--- config.mk ---
export PLATFORM = sky130hd
export DESIGN_NAME = hazard_decoder
export DESIGN_NICKNAME = d
export VERILOG_FILES = /design/src/rtl/hazard_pkg.sv /design/src/rtl/hazard_cell_to_px.sv /design/src/rtl/hazard_decoder.sv
export SDC_FILE = /design/constraint.sdc
export NUM_CORES = 1
export LEC_CHECK = 0
export CAP_MARGIN = 20
export CORE_ASPECT_RATIO = 2
export CORE_UTILIZATION = 40
export DETAILED_ROUTE_END_ITERATION = 16
export PLACE_DENSITY_LB_ADDON = 0.3
export RECOVER_POWER = 100
export SYNTH_ARGS = -nofsm -noshare
export SYNTH_HDL_FRONTEND = slang
export SYNTH_SLANG_ARGS = --single-unit
--- constraint.sdc ---
create_clock -name clk -period 4.73 [get_ports clk]
set_clock_uncertainty 0.2 [all_clocks]
set_input_delay 0.7095 -clock clk [delete_from_list [all_inputs] [get_ports clk]]
set_output_delay 0.7095 -clock clk [all_outputs]
set_load 0.005 [all_outputs]
--- src/rtl/hazard_pkg.sv ---
// Shared constants, FSM state encoding and cell-index helpers for the hazard grid blocks.
// Used by hazard_decoder and hazard_encoder.
package hazard_pkg;

  localparam int ROWS    = 4;
  localparam int COLS    = 8;
  localparam int CELL_W  = 3;
  localparam int CELL_H  = 2;
  localparam int COORD_W = 5;
  localparam int CELLS   = ROWS * COLS;

  typedef enum logic [2:0] {
    IDLE,
    SCAN,
    GROW_R,
    GROW_D,
    EMIT,
    DONE
  } state_t;

  function automatic logic [4:0] cell_idx(input logic [1:0] r, input logic [2:0] c);
    return 5'(int'(r) * COLS + int'(c));
  endfunction

  function automatic logic [1:0] cell_row(input logic [4:0] k);
    return 2'(int'(k) / COLS);
  endfunction

  function automatic logic [2:0] cell_col(input logic [4:0] k);
    return 3'(int'(k) % COLS);
  endfunction

endpackage

--- src/rtl/hazard_cell_to_px.sv ---
// Combinational conversion of a cell rectangle to inclusive pixel bounds.
// Optional one-pixel clamped margin when HAZARD_DECODER_MARGIN_EN is defined.
module hazard_cell_to_px
  import hazard_pkg::*;
(
  input  logic [1:0]         r0,
  input  logic [2:0]         c0,
  input  logic [1:0]         r1,
  input  logic [2:0]         c1,
  output logic [COORD_W-1:0] top,
  output logic [COORD_W-1:0] left,
  output logic [COORD_W-1:0] bottom,
  output logic [COORD_W-1:0] right
);

  logic [7:0] top_px, left_px, bottom_px, right_px;

  assign top_px    = 8'(r0) * 8'(CELL_H);
  assign left_px   = 8'(c0) * 8'(CELL_W);
  assign bottom_px = (8'(r1) + 8'd1) * 8'(CELL_H) - 8'd1;
  assign right_px  = (8'(c1) + 8'd1) * 8'(CELL_W) - 8'd1;

`ifdef HAZARD_DECODER_MARGIN_EN
  localparam logic [7:0] MAX_BOTTOM = 8'(ROWS * CELL_H - 1);
  localparam logic [7:0] MAX_RIGHT  = 8'(COLS * CELL_W - 1);

  assign top    = (top_px == 8'd0)  ? '0 : COORD_W'(top_px - 8'd1);
  assign left   = (left_px == 8'd0) ? '0 : COORD_W'(left_px - 8'd1);
  assign bottom = (bottom_px >= MAX_BOTTOM) ? COORD_W'(MAX_BOTTOM) : COORD_W'(bottom_px + 8'd1);
  assign right  = (right_px >= MAX_RIGHT)   ? COORD_W'(MAX_RIGHT)  : COORD_W'(right_px + 8'd1);
`else
  assign top    = COORD_W'(top_px);
  assign left   = COORD_W'(left_px);
  assign bottom = COORD_W'(bottom_px);
  assign right  = COORD_W'(right_px);
`endif

endmodule

--- src/rtl/hazard_decoder.sv ---
// Rebuilds pixel bounding boxes from a 4x8 occupancy grid by greedy rectangle growth.
// Optional margin (HAZARD_DECODER_MARGIN_EN) is applied inside hazard_cell_to_px.
module hazard_decoder
  import hazard_pkg::*;
#(
  parameter int MAX_HAZ = 16
) (
  input  logic               clk,
  input  logic               rst_n,
  input  logic               in_valid,
  output logic               in_ready,
  input  logic [15:0]        vec1,
  input  logic [15:0]        vec2,
  output logic               box_valid,
  input  logic               box_ready,
  output logic [COORD_W-1:0] box_top,
  output logic [COORD_W-1:0] box_left,
  output logic [COORD_W-1:0] box_bottom,
  output logic [COORD_W-1:0] box_right,
  output logic [3:0]         box_idx,
  output logic               done,
  output logic [4:0]         num_hazards,
  output logic               overflow
);

  state_t           state_reg, state_next;
  logic [CELLS-1:0] grid_reg;
  logic [5:0]       scan_ptr_reg;
  logic [4:0]       count_reg;
  logic [1:0]       r0_reg, r1_reg;
  logic [2:0]       c0_reg, c1_reg;

  logic             scan_cell, can_grow_r, can_grow_d, at_max;
  logic [COLS-1:0]  below_ok;
  logic [CELLS-1:0] clear_mask;
  logic [COORD_W-1:0] px_top, px_left, px_bottom, px_right;

  assign in_ready  = (state_reg == IDLE);
  assign box_valid = (state_reg == EMIT);
  assign done      = (state_reg == DONE);

  assign scan_cell  = grid_reg[scan_ptr_reg[4:0]];
  assign at_max     = (count_reg == 5'(MAX_HAZ));
  assign can_grow_r = (c1_reg != 3'(COLS - 1)) && grid_reg[cell_idx(r0_reg, c1_reg + 3'd1)];

  // Row below the current rectangle must be fully set across c0..c1.
  generate
    for (genvar gi = 0; gi < COLS; gi++) begin : g_below
      assign below_ok[gi] = !((3'(gi) >= c0_reg) && (3'(gi) <= c1_reg)) ||
                            grid_reg[cell_idx(r1_reg + 2'd1, 3'(gi))];
    end
    for (genvar gi = 0; gi < CELLS; gi++) begin : g_clear
      assign clear_mask[gi] = (cell_row(5'(gi)) >= r0_reg) && (cell_row(5'(gi)) <= r1_reg) &&
                              (cell_col(5'(gi)) >= c0_reg) && (cell_col(5'(gi)) <= c1_reg);
    end
  endgenerate

  assign can_grow_d = (r1_reg != 2'(ROWS - 1)) && (&below_ok);

  hazard_cell_to_px u_px (
    .r0     (r0_reg),
    .c0     (c0_reg),
    .r1     (r1_reg),
    .c1     (c1_reg),
    .top    (px_top),
    .left   (px_left),
    .bottom (px_bottom),
    .right  (px_right)
  );

  always_ff @(posedge clk or negedge rst_n) begin
    if (!rst_n) state_reg <= IDLE;
    else        state_reg <= state_next;
  end

  always_comb begin
    state_next = state_reg;
    case (state_reg)
      IDLE:   if (in_valid) state_next = SCAN;
      SCAN: begin
        if (scan_ptr_reg[5])              state_next = DONE;
        else if (scan_cell)               state_next = at_max ? DONE : GROW_R;
        else if (scan_ptr_reg == 6'd31)   state_next = DONE;
      end
      GROW_R: if (!can_grow_r) state_next = GROW_D;
      GROW_D: if (!can_grow_d) state_next = EMIT;
      EMIT:   if (box_ready)   state_next = SCAN;
      DONE:   state_next = IDLE;
      default: state_next = IDLE;
    endcase
  end

  always_ff @(posedge clk or negedge rst_n) begin
    if (!rst_n) begin
      grid_reg     <= '0;
      scan_ptr_reg <= '0;
      count_reg    <= '0;
      r0_reg       <= '0;
      r1_reg       <= '0;
      c0_reg       <= '0;
      c1_reg       <= '0;
      box_top      <= '0;
      box_left     <= '0;
      box_bottom   <= '0;
      box_right    <= '0;
      box_idx      <= '0;
      num_hazards  <= '0;
      overflow     <= 1'b0;
    end else begin
      if (state_next == DONE) num_hazards <= count_reg;
      case (state_reg)
        IDLE: if (in_valid) begin
          grid_reg     <= {vec2, vec1};
          scan_ptr_reg <= '0;
          count_reg    <= '0;
          num_hazards  <= '0;
          overflow     <= 1'b0;
        end
        SCAN: if (!scan_ptr_reg[5]) begin
          if (scan_cell) begin
            if (at_max) begin
              overflow <= 1'b1;
            end else begin
              r0_reg <= cell_row(scan_ptr_reg[4:0]);
              c0_reg <= cell_col(scan_ptr_reg[4:0]);
              c1_reg <= cell_col(scan_ptr_reg[4:0]);
            end
          end else begin
            scan_ptr_reg <= scan_ptr_reg + 6'd1;
          end
        end
        GROW_R: begin
          if (can_grow_r) c1_reg <= c1_reg + 3'd1;
          else            r1_reg <= r0_reg;
        end
        GROW_D: begin
          if (can_grow_d) begin
            r1_reg <= r1_reg + 2'd1;
          end else begin
            box_top    <= px_top;
            box_left   <= px_left;
            box_bottom <= px_bottom;
            box_right  <= px_right;
            box_idx    <= count_reg[3:0];
          end
        end
        EMIT: if (box_ready) begin
          grid_reg     <= grid_reg & ~clear_mask;
          count_reg    <= count_reg + 5'd1;
          scan_ptr_reg <= {1'b0, cell_idx(r0_reg, c1_reg)} + 6'd1;
        end
        default: ;
      endcase
    end
  end

endmodule

Word-level counts from Yosys, hierarchy flattened
Index checks and enable logic that the tools add are counted.

Latch bits: 0. Input port bits: 36. Bits in writable memories: 0. Output and inout port bits: 33. Word-level logic and storage cells: 260. Bits in read-only memories: 0. Flip-flop bits (word level): 83. Memories kept: 0.

Equal/unequal tests: 20. $mul: 2. Magnitude comparators: 34. Shifts and indexed selects: 0. Add/subtract/negate cells: 18. Reduce and logical (&&, ||, !) cells: 109. Muxes and demuxes: 56. Bitwise gates (word level): 5. Divide/modulo/power cells: 0.

Operator list (number): $logic_and 1x1->1 (78); $mux 32 (2); $pmux 32 s2 (1); $lt 5x6->1 const B (10); $bmux 1 s5 (9); $mux 3 (12); $and 32x32->32 (1); $not 32->32 (1); $mux 5 (5); $mux 6 (4); $add 5x3->5 const B (4); $ne 2x2->1 const B (10); $pmux 6 s3 (1); $pmux 3 s5 (1); $reduce_and 5->1 (3); $mux 1 (14); $ge 3x3->1 const A (4); $le 3x3->1 const A (4); $add 5x1->5 const B (2); $add 5x2->5 const B (2); $add 5x3->5 (2); $pmux 5 s2 (1); $sub 5x1->5 const B (2); $eq 3x3->1 const B (3); other kinds (37) (68).

Logic depth before layout (Yosys ltp)
Gate-level depths: netlist (run 1).

Depth after elaboration: 13. Depth in mapped cells: 13. Gate-level depth less buffers: 10.

By module
Synthesis (run 1) repeated with hierarchy kept, for this count alone.

Cells, all modules: 538. Area, all modules: 5436.5 sq um.

Modules (own cells, without submodules): hazard_decoder (cells each 493, seq. area each 2152.1 sq um, instances 1, area each 5072.4 sq um); hazard_cell_to_px (cells each 45, seq. area each 0.0 sq um, instances 1, area each 364.1 sq um).

Worst setup path after synthesis (run 1)
OpenSTA, ideal clock, no wires.

Kind: register to register. Start: register c1_reg[0]. End: register c1_reg[0]. Data arrival time: 3.036 ns. Cell stages (with the launch flop): 12. Clock period less this slack: 3.358 ns. Library setup time: 0.123 ns. Required time: 4.407 ns. Buffers on the path: 3. Path slack: 1.372 ns. Cell sequence: dfrtp_1 -> clkbuf_1 -> buf_2 -> inv_1 -> ha_1 -> buf_2 -> mux4_2 -> mux2_2 -> a2bb2oi_1 -> a31o_2 -> o31a_1 -> o221a_2.

Word-level cells in the longest chain between the ends: 7. Elaborated cells between the ends (all ways): 10. Those cells by class: add/sub (2); eq/ne (2); mux (4); reduce/logical (2).

Ends and longest elaborated chain: from (decl) (line hazard_decoder.sv:31) `logic [2:0] c0_reg, c1_reg;`; from (signal assigned) (line hazard_decoder.sv:126) `c1_reg <= cell_col(scan_ptr_reg[4:0]);`; from (signal assigned) (line hazard_decoder.sv:133) `if (can_grow_r) c1_reg <= c1_reg + 3'd1;`; $add 3x1->3 (line hazard_decoder.sv:44, hazard_decoder.sv:133); $add 5x3->5 (line hazard_pkg.sv:22) `return 5'(int'(r) * COLS + int'(c));`; $bmux 1 s5 (line hazard_decoder.sv:44) `assign can_grow_r = (c1_reg != 3'(COLS - 1)) && grid_reg[cell_idx(r0_reg, c1_reg + 3'd1)];`; $mux 1 (not written as such) (line hazard_decoder.sv:44); $logic_and 1x1->1 (line hazard_decoder.sv:44); $ne 2x2->1 (no line); $reduce_and 5->1 (no line).

Several ways; a longest one is shown, not always the timed one. The select of a mux whose other input is x is not followed. A chain may end at the register's enable or synchronous reset.

Worst setup path in the final report (run 1)
Start: register c1_reg[0]. End: register box_right[4].

Word-level cells in the longest chain between the ends: 8. Elaborated cells between the ends (all ways): 39. Those cells by class: add/sub (2); mul (1); order compare (8); bitwise (1); reduce/logical (27).

Ends and longest elaborated chain: parallel branches: the longest is 8 deep, another holds $mul 8x2->5; to (signal assigned) (line hazard_decoder.sv:143) `box_right <= px_right;`; to (decl) (line hazard_decoder.sv:19) `output logic [COORD_W-1:0] box_right,`.

Several ways; the timed one is not identified.

==> results of run 1 <==
synthesized netlist by cell type (all sizes together), types with 11 or more instances:
library cell and instances:
nor2 57, inv 29, buf 15, mux4 19, nand2 37, nand3 11
mux2 19, clkbuf 19, mux2i 17, dfrtp 82, a21oi 47, ha 24
o22ai 33
worst max path at each step:
stage	from	end	slack [ps]	cells past startpoint
floorplan	c1_reg[0]	c1_reg[0]	1370	11
global placement	r1_reg[1]	box_idx[0]	1370	7
detailed placement	r1_reg[1]	box_idx[2]	1210	7
CTS	r1_reg[1]	box_idx[2]	1230	7
global route	c1_reg[0]	box_right[4]	840	11
finish	c1_reg[0]	box_right[4]	1030	11
logic make-up after synthesis:
kind of cell	share of synthesized area, %
XOR/XNOR	1.69
AND/OR/NAND/NOR	13.9
adder cells (fa/ha/maj)	6.17
other	0.0723
buffers and inverters	5.71
multiplexers	16.4
AO/OA/AOI/OAI	16.5
flip-flops	39.5
metal layers:
metal,global-route usage [%],vias up,wire length [µm]
li1,-,1978,-
met1,26.7,2134,5510
met2,46.6,153,8850
met3,3.41,68,521
met4,18.7,0,1420
met5,0,-,0
critical path, cell delays in order, from the launching register on:
cell	delay, ps
dfrtp_1	340
clkbuf_1	740
ha_1	340
ha_1	360
clkinv_1	310
ha_1	360
inv_1	40
ha_1	300
a21o_1	170
a21oi_1	170
xnor2_1	140
a21oi_1	80
area by class of cell:
type | instances | area, µm² | area share, %
clock buffers | 9 | 225 | 3.64
clock inverters | 7 | 76.3 | 1.23
inverters | 30 | 113 | 1.82
multi-input cells | 375 | 2820 | 45.7
flip-flops and latches | 82 | 2050 | 33.2
well taps | 150 | 188 | 3.03
repair buffers | 72 | 707 | 11.4
power by group through the flow:
stage	combinational (mW)	sequential, mW	clock (mW)
final	2.58	1.35	0.719
after global routing	2.83	1.38	0.758
after CTS	2.66	1.35	0.731
after detailed placement	2.65	1.36	0
after global placement	2.61	1.36	0
after floorplan	1.95	1.16	0
==> impl_metrics.toml, run 1 <==
[hold_path]
whs_endpoint = "box_bottom[0]"
min_delay_path_depth = 1
hp-start = "box_bottom[0]"
hp-class = "reg2reg"

[layout]
layout_common_cells = "82 x dfrtp_1, 56 x nor2_1, 47 x a21oi_1, 37 x nand2_1"
syn_to_final_growth_pct = 19.2
design_area_um2 = 6180
largest_reg_flops = 32
fillers = 1179
final_cells = 725
final_util_pct = 49.0
antenna_cells = 0
nNetsFinal = 631
drive_gt1_share_pct = 11.0
layout_commonest_cell = "dfrtp_1"

[timing]
max_slew_margin_pct = -34.8
finalHoldViolCount = 0
fmax_mhz = 270
maxSlewViolCount = 34
worstMarginPinSlew_ps = 2020
fin_crit_sh_pct = 78.3
finalSetupViolations = 0
holdWs_ps = 271
tns_ps = 0
rsz0062_at_grt = "no"
setup_ws_ps = 1030
period_needed_ps = 3700

[clocking]
clk_pin_slew_ps = 60
cts_buffer_depth = 2
clock_latency_ps = 340
clock_sinks = 82
postCtsResizedCells = 0
post-cts-setup-buffer-count = 0
cts_inserted_buffers = 9
cts_root_buf = "clkbuf_16"
cts_tree = "yes"
ctsHoldBuffers = 0
htreeDepth = 3

[route]
drtIter0Drc = 331
antenna_left = 0
vias = 4333
viasPerCell = 5.98
routed_wl_um = 16300
drc = 0
wire_per_inst_um = 22.5
firstDrtPassIters = 5

[global_route]
grt_max_degree = 83
grt_util_all_layers_pct = 26.1
grt_pass1_vias = 4339
grt_overflow = 0
grt_first_pass_wirelength_um = 24800
antenna_found_initial = 0

[critical_path]
r2r_start = "c1_reg[0]"
start_kind = "register"
worstPathRequired_ps = 4720
rr_worst_depth = 11
crit_arrival_ps = 3690
r2r_slack_ps = 1030
path_max_fanout = 19
crit_type = "reg2reg"
reg2reg_to = "box_right[4]"
cp-end-kind = "register"

[power]
total_power_mw = 4.66
leakage_nw = 2.65
ir_worst_vdd_mv = 0.321
p_clk_share_pct = 15.4
seqPwrFrac_pct = 29.1
p_comb_share_pct = 55.5
powerDensity_nw_per_um2 = 753
switching_share_pct = 45.2
internal-power_mw = 2.55
p_switching_mw = 2.10

[die]
ioPinCount = 69
design.core.area_um2 = 12600
die_h_um = 163
die_area_um2 = 13500
initial_core_util_pct = 41.1
die-width_um = 82.5
core.rowCount = 58

[placement]
dp.cells = 708
post-place-ws_ps = 1210
post_dp_cell_area_um2 = 5900
gp_congestion = 0.972
port_buffers = 64
hpwl_um = 12400

[synth]
synth_seq_cells = 82
ys_warn_count = 0
synth_top_cell_by_area = "dfrtp_1"
synth_edf_count = 0
synth.avg_cell_area_um2 = 10.0
async_flop_share_pct = 100
synthTopCellsByArea = "dfrtp_1 40%, mux4_2 6.9%, ha_1 5.8%"
yosysSeqAreaShare_pct = 39.5
synth.distinct_cells = 60
ys.flop_type = "dfrtp_1"
synth_top_area_share_pct = 39.5
synth_area_um2 = 5190
synth_cells = 518

[job]
cap_violations = 1

[outcome]
status = "finished, violations left"
violations = "max-capacitance violations, max-slew violations"
(Power assumes the default switching activity.)
==> inputs of run 2 (changes only) <==
==> constraint.sdc (replaced) <==
create_clock -name clk -period 3 [get_ports clk]
set_clock_uncertainty 0.2 [all_clocks]
set_input_delay 0.45 -clock clk [delete_from_list [all_inputs] [get_ports clk]]
set_output_delay 0.45 -clock clk [all_outputs]
set_load 0.005 [all_outputs]
==> run 2 against run 1 <==
Compared with the run above: the flow still finishes with violations (max-capacitance violations, max-slew violations); utilization up 1.7 points; sequential share of layout area down 1.1 points; sequential cell count unchanged; first-iteration DRC count down 21%; global-route usage up 0.44 points; largest cell class unchanged; critical endpoint is now box_idx[1]; cell count up 3.4%; critical path type unchanged; power up 65%; count of clock-buffer cells in the layout up 1; critical path depth down 3; die area unchanged.
==> impl_metrics.toml, run 2 (synthesized netlist as in run 1, its figures left out) <==
[clocking]
cts_tree = "yes"
clk_pin_slew_ps = 60
post-cts-setup-buffer-count = 0
cts_buffer_depth = 2
clock_sinks = 82
cts_inserted_buffers = 9
cts_root_buf = "clkbuf_16"
htreeDepth = 3
clock_latency_ps = 340

[layout]
syn_to_final_growth_pct = 23.2
layout_commonest_cell = "dfrtp_1"
drive_gt1_share_pct = 15.0
nNetsFinal = 656
layout_common_cells = "82 x dfrtp_1, 57 x nor2_1, 47 x a21oi_1, 36 x nand2_1, 34 x clkdlybuf4s50_1"
largest_reg_flops = 32
antenna_cells = 0

[placement]
port_buffers = 64
hpwl_um = 12900
gp_congestion = 0.973

[route]
firstDrtPassIters = 6
drtIter0Drc = 262
routed_wl_um = 16500
antenna_left = 0
wire_per_inst_um = 22.0
viasPerCell = 5.93
vias = 4445
drc = 0

[power]
ir_worst_vdd_mv = 0.566
leakage_nw = 2.78
powerDensity_nw_per_um2 = 1200
total_power_mw = 7.68

[critical_path]
crit_arrival_ps = 2910
r2r_slack_ps = 110
crit_path_top_delay_cell = "ha_2"
cp-end-kind = "register"
crit_type = "reg2reg"
rr_worst_depth = 8
path_max_fanout = 25
path_cells = "inv_1 -> ha_2 -> mux4_1 -> a2111o_1 -> o2111a_1 -> a31oi_4 -> buf_12 -> mux2_2"
r2r_start = "r1_reg[1]"
start_kind = "register"
worstPathRequired_ps = 3020
max_stage_delay_ps = 460
reg2reg_to = "box_idx[1]"

[global_route]
antenna_found_initial = 0
grt_util_all_layers_pct = 26.5
grt_pass1_vias = 4527
grt_first_pass_wirelength_um = 25400
grt_overflow = 0
grt_max_degree = 83

[timing]
worstMarginPinSlew_ps = 1890
tns_ps = 0
period_needed_ps = 2890
finalHoldViolCount = 0
fmax_mhz = 346
maxSlewViolCount = 31
max_slew_margin_pct = -25.7
fin_crit_sh_pct = 96.3
finalSetupViolations = 0
rsz0062_at_grt = "no"

[hold_path]
hp-start = "box_bottom[0]"
hp-class = "reg2reg"
whs_endpoint = "box_bottom[0]"
min_delay_path_depth = 1

[die]
die_h_um = 163
design.core.area_um2 = 12600
initial_core_util_pct = 41.1
die-width_um = 82.5
ioPinCount = 69
die_area_um2 = 13500
core.rowCount = 58

[outcome]
status = "finished, violations left"
violations = "max-capacitance violations, max-slew violations"

[job]
cap_violations = 1
-- run 2: cell type report --
cell class              instances  area [µm²]
clock buffers                  10         239
clock inverters                 6        65.1
fillers                      1222        6230
inverters                      30         113
multi-input cells             375        2840
flip-flops and latches         82        2050
well taps                     150         188
repair buffers                 97         900
-- run 2: timing repair --
| action | CTS | global route |
|---|---|---|
| hold buffers | 0 | 1 |
| endpoints found under the hold margin | 0 | 30 |
| gates resized for setup | 0 | 4 |
| endpoints found under the setup margin | 0 | 21 |
-- run 2: metrics by stage --
stage               util [%]  instance area (µm²)  setup WS [ps]  cells  hold slack (ps)
global route            50.6                 6390           17.8    750              280
floorplan                  -                 5230           12.3    521            -45.6
detailed placement      48.2                 6090           22.9    732              256
global placement        48.2                 6090            121    732              255
CTS                     50.6                 6390           6.86    748              142
finish                  50.6                 6390            111    750              260
-- run 2: worst max-delay path by stage --
stage / endpoint / slack, ps / startpoint
finish: box_idx[1] / 110 / r1_reg[1]
global route: box_right[4] / 20 / c1_reg[1]
CTS: box_idx[1] / 7 / r1_reg[1]
detailed placement: box_idx[1] / 20 / r1_reg[1]
global placement: c0_reg[0] / 120 / scan_ptr_reg[0]
floorplan: c1_reg[0] / 10 / c1_reg[0]
-- run 2: power by group --
part	internal (mW)	switching [mW]	total [mW]
registers	1.53	0.528	2.06
clock network	0.669	0.470	1.14
logic	2.12	2.36	4.48
total	4.32	3.36	7.68
-- run 2: metal layers --
layer / wire (µm) / global-route usage (%) / vias up
met1: 5680 / 27.3 / 2171
li1: - / - / 2039
met5: 0 / 0 / -
met3: 469 / 3.35 / 71
met2: 8950 / 46.8 / 164
met4: 1380 / 20.0 / 0
-- run 2: worst max-delay path, delay by kind of cell, from the launching register on --
kind | cells | cell delay [ps]
multiplexers | 2 | 670
AO/OA/AOI/OAI | 3 | 760
adder cells (fa/ha/maj) | 1 | 460
flip-flops | 1 | 390
buffers and inverters | 2 | 280
